===== config.mk =====
export PLATFORM = sky130hd
export DESIGN_NAME = pipe_ctrl_seq
export DESIGN_NICKNAME = d
export VERILOG_FILES = /design/src/rtl/pipe_ctrl_pkg.sv /design/src/rtl/pipe_ctrl_decode.sv /design/src/rtl/pipe_ctrl_seq.sv
export SDC_FILE = /design/constraint.sdc
export NUM_CORES = 1
export LEC_CHECK = 0
export CAP_MARGIN = 10
export CORE_ASPECT_RATIO = 0.8
export CORE_MARGIN = 2
export CORE_UTILIZATION = 48
export DETAILED_ROUTE_END_ITERATION = 10
export PLACE_DENSITY = 0.91
export SYNTH_ARGS = -nofsm -noshare
export SYNTH_HDL_FRONTEND = slang
export SYNTH_SLANG_ARGS = --single-unit

===== constraint.sdc =====
create_clock -name clk -period 4.8 [get_ports clk]
set_clock_uncertainty 0.15 [all_clocks]
set_input_delay 0.96 -clock clk [delete_from_list [all_inputs] [get_ports clk]]
set_output_delay 0.96 -clock clk [all_outputs]
set_load 0.01 [all_outputs]

===== src/rtl/pipe_ctrl_pkg.sv =====
// Shared types and constants for the two-stage ID->EX pipeline controller.
package pipe_ctrl_pkg;

  localparam int unsigned OP4_W = 4;
  localparam int unsigned MUX_W = 6;

  localparam logic [OP4_W-1:0] OP_STACK = 4'h0;
  localparam logic [OP4_W-1:0] OP_ALU   = 4'h1;
  localparam logic [OP4_W-1:0] OP_CALL  = 4'hB;
  localparam logic [OP4_W-1:0] OP_RET   = 4'hC;

  // mux_sel bit positions: [2:0] PC-path selects, [3]/[5] push path, [4] pop path
  localparam int unsigned MUX_PC_LO  = 0;
  localparam int unsigned MUX_PC_HI  = 2;
  localparam int unsigned MUX_PUSH_A = 3;
  localparam int unsigned MUX_POP    = 4;
  localparam int unsigned MUX_PUSH_B = 5;

  typedef struct packed {
    logic       push;
    logic       pop;
    logic       alu;
    logic       branch;
    logic       call;
    logic       ret;
    logic [1:0] fbits;
  } ctrl_t;

  function automatic logic is_stack(input ctrl_t c);
    return c.push | c.pop | c.call | c.ret;
  endfunction

endpackage


===== src/rtl/pipe_ctrl_decode.sv =====
// Combinational instruction decode at ID: classifies the opcode and extracts ALU op bits.
module pipe_ctrl_decode
  import pipe_ctrl_pkg::*;
#(
  parameter int unsigned IW  = 16,
  parameter int unsigned OPW = 4
) (
  input  logic [IW-1:0] instr,
  output ctrl_t         ctrl_c
);

  logic [OP4_W-1:0] op4;
  logic             sub_sel;
  logic             unused_low;

  assign op4        = OP4_W'(instr[IW-1 -: OPW]);
  assign sub_sel    = instr[IW-6];
  assign unused_low = ^instr[IW-7:0];

  always_comb begin
    ctrl_c = '0;
    case (op4)
      OP_STACK: begin
        ctrl_c.push = ~sub_sel;
        ctrl_c.pop  = sub_sel;
      end
      OP_ALU:                                          ctrl_c.alu    = 1'b1;
      4'h2, 4'h3, 4'h4, 4'h5, 4'h6, 4'h7, 4'h8, 4'h9, 4'hA: ctrl_c.branch = 1'b1;
      OP_CALL:                                         ctrl_c.call   = 1'b1;
      OP_RET:                                          ctrl_c.ret    = 1'b1;
      default: ;
    endcase
    // Branch and call reuse the main ALU for target math, so the op field is ignored
    ctrl_c.fbits = (ctrl_c.branch | ctrl_c.call) ? 2'b00 : instr[IW-5:IW-6];
  end

endmodule


===== src/rtl/pipe_ctrl_seq.sv =====
// Two-stage ID->EX control sequencer with stack-hazard stall, branch/call/ret flush,
// and saturating stack occupancy tracking.
module pipe_ctrl_seq
  import pipe_ctrl_pkg::*;
#(
  parameter int unsigned IW          = 16,
  parameter int unsigned OPW         = 4,
  parameter int unsigned STACK_DEPTH = 16
) (
  input  logic                                 clk,
  input  logic                                 rst_n,
  input  logic                                 in_valid,
  output logic                                 in_ready,
  input  logic [IW-1:0]                        instr,
  input  logic                                 dcond,
  output logic                                 ex_valid,
  output logic                                 reg_write,
  output logic                                 mem_write,
  output logic [5:0]                           mux_sel,
  output logic [2:0]                           fsel,
  output logic [OPW-1:0]                       dsel,
  output logic                                 redirect,
  output logic                                 flush,
  output logic [$clog2(STACK_DEPTH+1)-1:0]     sp_count,
  output logic                                 stk_err
);

  localparam int unsigned SPW = $clog2(STACK_DEPTH + 1);

  logic           id_valid_q, id_valid_d;
  logic [IW-1:0]  id_instr_q, id_instr_d;
  logic           ex_valid_q, ex_valid_d;
  ctrl_t          ex_ctrl_q,  ex_ctrl_d;
  logic [OPW-1:0] ex_op_q,    ex_op_d;
  logic [SPW-1:0] sp_q,       sp_d;
  logic           err_q,      err_d;

  ctrl_t id_ctrl_c;
  logic  grow, shrink, ovf, unf, jump, take, stall;

  pipe_ctrl_decode #(.IW(IW), .OPW(OPW)) u_decode (
    .instr  (id_instr_q),
    .ctrl_c (id_ctrl_c)
  );

  // EX hazard and control-flow conditions
  always_comb begin
    grow   = ex_valid_q & (ex_ctrl_q.push | ex_ctrl_q.call);
    shrink = ex_valid_q & (ex_ctrl_q.pop  | ex_ctrl_q.ret);
    ovf    = grow   & (sp_q == SPW'(STACK_DEPTH));
    unf    = shrink & (sp_q == '0);
    jump   = ex_valid_q & (ex_ctrl_q.call | ex_ctrl_q.ret | (ex_ctrl_q.branch & dcond));
    take   = ex_valid_q & (ex_ctrl_q.call | (ex_ctrl_q.ret & ~unf) | (ex_ctrl_q.branch & dcond));
    stall  = id_valid_q & is_stack(id_ctrl_c) & ex_valid_q & is_stack(ex_ctrl_q) & ~take;
  end

  always_ff @(posedge clk or negedge rst_n) begin
    if (!rst_n) begin
      id_valid_q <= 1'b0;
      id_instr_q <= '0;
      ex_valid_q <= 1'b0;
      ex_ctrl_q  <= '0;
      ex_op_q    <= '0;
      sp_q       <= '0;
      err_q      <= 1'b0;
    end else begin
      id_valid_q <= id_valid_d;
      id_instr_q <= id_instr_d;
      ex_valid_q <= ex_valid_d;
      ex_ctrl_q  <= ex_ctrl_d;
      ex_op_q    <= ex_op_d;
      sp_q       <= sp_d;
      err_q      <= err_d;
    end
  end

  // Pipeline advance: flush beats stall, stall holds ID and bubbles EX
  always_comb begin
    id_valid_d = id_valid_q;
    id_instr_d = id_instr_q;
    ex_valid_d = ex_valid_q;
    ex_ctrl_d  = ex_ctrl_q;
    ex_op_d    = ex_op_q;
    sp_d       = sp_q;
    err_d      = err_q;

    if (take) begin
      id_valid_d = 1'b0;
      ex_valid_d = 1'b0;
      ex_ctrl_d  = '0;
      ex_op_d    = '0;
    end else if (stall) begin
      ex_valid_d = 1'b0;
      ex_ctrl_d  = '0;
      ex_op_d    = '0;
    end else begin
      ex_valid_d = id_valid_q;
      ex_ctrl_d  = id_valid_q ? id_ctrl_c : '0;
      ex_op_d    = id_valid_q ? id_instr_q[IW-1 -: OPW] : '0;
      id_valid_d = in_valid;
      id_instr_d = instr;
    end

    if (grow && !ovf)   sp_d = sp_q + SPW'(1);
    if (shrink && !unf) sp_d = sp_q - SPW'(1);
    if (ovf || unf)     err_d = 1'b1;
  end

  // Control bundle driven from the EX register
  always_comb begin
    in_ready  = ~stall;
    ex_valid  = ex_valid_q;
    reg_write = 1'b0;
    mem_write = 1'b0;
    mux_sel   = '0;
    fsel      = '0;
    dsel      = '0;
    redirect  = take;
    flush     = take;
    sp_count  = sp_q;
    stk_err   = err_q;

    if (ex_valid_q) begin
      reg_write                    = (ex_ctrl_q.pop & ~unf) | ex_ctrl_q.alu;
      mem_write                    = grow & ~ovf;
      fsel[2]                      = grow & ~ovf;
      fsel[1:0]                    = ex_ctrl_q.fbits;
      mux_sel[MUX_PC_HI:MUX_PC_LO] = {3{jump}};
      mux_sel[MUX_PUSH_A]          = ex_ctrl_q.push;
      mux_sel[MUX_PUSH_B]          = ex_ctrl_q.push;
      mux_sel[MUX_POP]             = ex_ctrl_q.pop | ex_ctrl_q.ret;
      dsel                         = ex_op_q;
    end
  end

endmodule


# == After elaboration in Yosys (flattened, before gate mapping) ==
# Cells that the tools add are included.
# classes
add_sub_neg,2
n_eq_ne,14
muxes,23
n_reduce_logical,10
n_bitwise,33
# op_table
cell,count
8-bit 2-to-1 mux,3
"4-bit == test, second input constant",5
"4-bit by 3-bit == test with 1-bit output, second input constant",4
4-bit 2-to-1 mux,4
1-bit bitwise AND,14
1-bit OR,14
1-bit 2-to-1 mux,10
5-bit 2-to-1 mux,2
9-bit OR reduction,1
"4-bit by 2-bit == test with 1-bit output, second input constant",2
6-bit 2-to-1 mux,1
"5-bit by 1-bit adder with 5-bit output, second input constant",1
"5-bit == test, second input constant",1
5-bit logical NOT,1
1-bit inverter,5
"5-bit by 1-bit subtractor with 5-bit output, second input constant",1
"4-bit by 1-bit == test with 1-bit output, second input constant",1
4-bit logical NOT,1
2-bit 2-to-1 mux,2
3-bit 2-to-1 mux,1
1-bit logical AND,2
1-bit logical NOT,2
"2-bit inequality test, second input constant",1
2-bit AND reduction,1
other kinds (2),2
# word_totals
out_inout_bits,25
reg_bits,36
in_bits,20
wordCells,95

# == Logic depth before layout (Yosys ltp) ==
# logic_depth
depth_word,12
depth_mapped,8
mapped_depth_nobuf,8

# == Cells and area by module ==
# A second synthesis with hierarchy kept.
# hier_totals
hier_cells,142
area_unflattened_um2,1730.4
# modules_own_cells
mod,area_per_inst_um2,cells_per_inst,seq_area_each_um2,n_inst
pipe_ctrl_seq,1634.1,129,900.9,1
pipe_ctrl_decode,96.3,13,0.0,1

# == Worst setup path before layout ==
# No wires, ideal clock.
# synth_timing
path_type,input to output
start,in dcond
end,out in_ready
path_buffers,0
required_ps,3690
path_slack_ps,1953
stages,3
t_arrival_ps,1737
path_cell_list,nand2_1 > a221oi_4 > nand3b_1
# synth_via
elab_chain_len,6
# synth_lines
element,line_no,text
"start, declared",pipe_ctrl_seq.sv:15,"input logic dcond,"
1-bit bitwise AND,pipe_ctrl_seq.sv:53,take = ex_valid_q & (ex_ctrl_q.call | (ex_ctrl_q.ret & ~unf) | (ex_ctrl_q.branch & dcond));
1-bit OR,pipe_ctrl_seq.sv:53,
1-bit bitwise AND,pipe_ctrl_seq.sv:53,
named net flush,pipe_ctrl_seq.sv:23,"output logic flush,"
1-bit inverter (no line),-,
1-bit bitwise AND,pipe_ctrl_seq.sv:54,stall = id_valid_q & is_stack(id_ctrl_c) & ex_valid_q & is_stack(ex_ctrl_q) & ~take;
1-bit inverter (no line),-,
"end, declared",pipe_ctrl_seq.sv:13,"output logic in_ready,"
# The timed path passes the listed nets, and every way through them passes these cells.

# == Worst setup path in the final report ==
# layout_timing
start,in dcond
end,out in_ready
# layout_via
elab_chain_len,6
# layout_lines
element,line_no
1-bit bitwise AND,pipe_ctrl_seq.sv:53
1-bit OR,pipe_ctrl_seq.sv:53
1-bit bitwise AND,pipe_ctrl_seq.sv:53
1-bit inverter (no line),-
1-bit bitwise AND,pipe_ctrl_seq.sv:54
1-bit inverter (no line),-
# No other way between the ends.

==> impl_metrics.tcl <==
set metrics [dict create \
    status "completed" \
    fp.dieH_um 53.67 \
    ys_async_sr_fraction_pct 100.0 \
    register_area_um2 650.6 \
    grt_overflow_total 0 \
    vias 1005 \
    cp_top_family "buffers and inverters" \
    grt_pass1_wl_um 4726 \
    routed_via_density 5.346 \
    synthTopCellsByArea "dfrtp_1 (44%), mux2_4 (8.1%), and2_1 (4.6%)" \
    cts_buffers 3 \
    gp_congestion 0.7697 \
    first_global_vias 967 \
    dieArea_mm2 0.003547 \
    antenna_cells 0 \
    insertion_delay_ps 270 \
    drt_wl_total_um 2830 \
    required_ps 3690 \
    area_growth_pct 27.73 \
    cts_tree "yes" \
    grtUsageTotal_pct 18.10 \
    path_clk_slew_ps 90 \
    dp_hpwl_um 2105 \
    setup_violations 0 \
    drive_above_1_share_pct 18.67 \
    synth_nets 143 \
    crit_start "dcond" \
    crit_path_top_delay_cell "clkdlybuf4s50_1" \
    n_fill_cell 201 \
    grt_max_degree 27 \
    worstSetupStartpointType "input pin" \
    drv_cap 0 \
    cp_max_fo 6 \
    relSlewSlack_pct 56.21 \
    path_depth 5 \
    ff2ff_path_depth 8 \
    post_cts_buffers 0 \
    ant_nets 0 \
    dr.pass1.iters 4 \
    hold-worst-slack_ps 318.6 \
    fin_crit_sh_pct 81.50 \
    clk_path_buf_depth 2 \
    clkSinkCount 26 \
    cp-end-kind "output pin" \
    core_mm2 0.002850 \
    postCtsHoldBufs 0 \
    synthTopCellsByCount "dfrtp_1 (26), and2_1 (11), mux2_4 (8), buf_4 (7), inv_1 (6)" \
    crit_end "in_ready" \
    portBuffers 34 \
    r2r-start "sp_count[1]$_DFFE_PN0P_" \
    slew_viol_final 0 \
    r2r-end "sp_count[4]$_DFFE_PN0P_" \
    rsz0062_at_grt "no" \
    tns_ps 0 \
    htreeDepth 1 \
    ff2ff_setup_slack_ps 2050 \
    drtIter0Drc 27 \
    max_freq_mhz 255.6 \
    finalHoldViolations 0 \
    clockRootBuffer "clkbuf_8" \
    layout.nets 175 \
    ys_warn_count 0 \
    wire_per_inst_um 15.05 \
    crit_path_cell_trace "clkdlybuf4s50_1 -> nand2_1 -> a221oi_4 -> nand3b_1 -> clkdlybuf4s50_1" \
    drc 0 \
    fp.dieW_um 66.09 \
    max_stage_delay_ps 540 \
    leakage_nw 0.8501 \
    synth_top_area_share_pct 43.96 \
    initial_core_util_pct 51.93 \
    multi_input_area_um2 739.5 \
    synth_enable_flop_cells 0 \
    hold_path.class "flop to flop" \
    synth_most_common_cell "dfrtp_1" \
    syn_avg_cell_area_um2 12.44 \
    timing.final.crit_period_ps 3912 \
    worst_pin_slew_ps 650.8 \
    antenna_found_initial 0 \
    yosysUniqueCellTypes 44 \
    ys_seq_area_share_pct 43.96 \
    cp.buffers_inverters 2 \
    syn-instance-count 119 \
    ys_ff_latch 26 \
    ctsResizeCount 0 \
    worstPathArrival_ps 2800 \
    ioPinCount 45 \
    criticalPathCategory "input pin to output pin" \
    power_density_mw_per_mm2 324.3 \
    synth_top_flop_cell "dfrtp_1" \
    rows 17 \
    finish.utilization_pct 66.33 \
    netlist_area_mm2 0.001480 \
    synth_top_area_cell "dfrtp_1" \
    path_common_cell "clkdlybuf4s50_1" \
    peakVddDrop_mv 0.1663 \
]
through the flow:
step / total power, W / std cells / instance area (um^2) / setup slack [ps]
4_1_cts: 0.0006163 / 187 / 1876 / 882.9
2_1_floorplan: 0.0003752 / 119 / 1480 / 1953
3_5_place_dp: 0.0004360 / 183 / 1804 / 907.1
6_report: 0.0006131 / 188 / 1891 / 888.1
3_3_place_gp: 0.0004278 / 183 / 1804 / 924.4
5_1_grt: 0.0006421 / 188 / 1891 / 825.3
registers in the layout, indices dropped and copies added, names as in the netlist:
register / count
ex_valid: 1
stk_err: 1
id_valid_q: 1
ex_ctrl_q: 8
ex_op_q: 4
id_instr_q: 6
sp_count: 5
cells by family (layout without fill, tap and decap cells):
family,count (synthesis),count (layout),synth area share [%]
buf+inv,15,46,6.086
xor+xnor,4,4,2.367
mux,9,9,8.792
compound gates,24,24,16.82
fa+ha+maj,4,4,3.889
flops,26,26,43.96
simple gates,37,37,18.09
routing by layer:
layer	share of wire, %	GRT usage [%]	routed length, um
met5	0	0	0
met2	50	31.33	1411
met1	46	23.32	1304
met3	2.8	2.510	80
met4	1.2	7.143	34
cell usage in the layout, fill, tap and decap left out, types with 3 or more instances in the layout:
cell type	Yosys	layout
clkdlybuf4s50_1	0	34
dfrtp_1	26	26
and2_1	11	11
mux2_4	8	8
inv_1	6	6
nand2_1	5	5
and3_1	4	4
a21oi_1	4	4
a21o_1	3	3
xnor2_1	3	3
ha_1	3	3
clkbuf_8	0	3
worst min path at each step:
stage,to,cells past startpoint,slack [ps],startpoint
after floorplan,ex_ctrl_q[7]$_DFF_PN0_,1,300,id_instr_q[10]$_DFFE_PN0P_
after global placement,stk_err$_DFFE_PN0P_,1,300,stk_err$_DFFE_PN0P_
after detailed placement,stk_err$_DFFE_PN0P_,1,300,stk_err$_DFFE_PN0P_
after CTS,stk_err$_DFFE_PN0P_,1,320,stk_err$_DFFE_PN0P_
after global routing,stk_err$_DFFE_PN0P_,1,360,stk_err$_DFFE_PN0P_
final,stk_err$_DFFE_PN0P_,1,320,stk_err$_DFFE_PN0P_
cell type report:
| cell class | instances | area share [%] |
|---|---|---|
| multi-input cells | 78 | 39.11 |
| flip-flops and latches | 26 | 34.41 |
| repair buffers | 35 | 18.80 |
| well taps | 38 | 2.515 |
| clock buffers | 3 | 2.184 |
| clock inverters | 1 | 1.588 |
| inverters | 7 | 1.390 |
worst register-to-register path, cell delays in order (launching register included):
cell      delay, ps
dfrtp_1         460
or4_4           590
o21ai_4         240
inv_2            80
ha_1            320
nor2b_1         140
o21a_1          220
o31a_1          260
a211oi_2        210
power by group:
part	internal [W]	switching, W	total [W]
combinational	0.0000872	0.0000747	0.000162
clock	0.000112	0.0000675	0.000179
sequential	0.000242	0.0000306	0.000272
total	0.000440	0.000173	0.000613
Note: power is estimated with default switching activity, not from simulation.
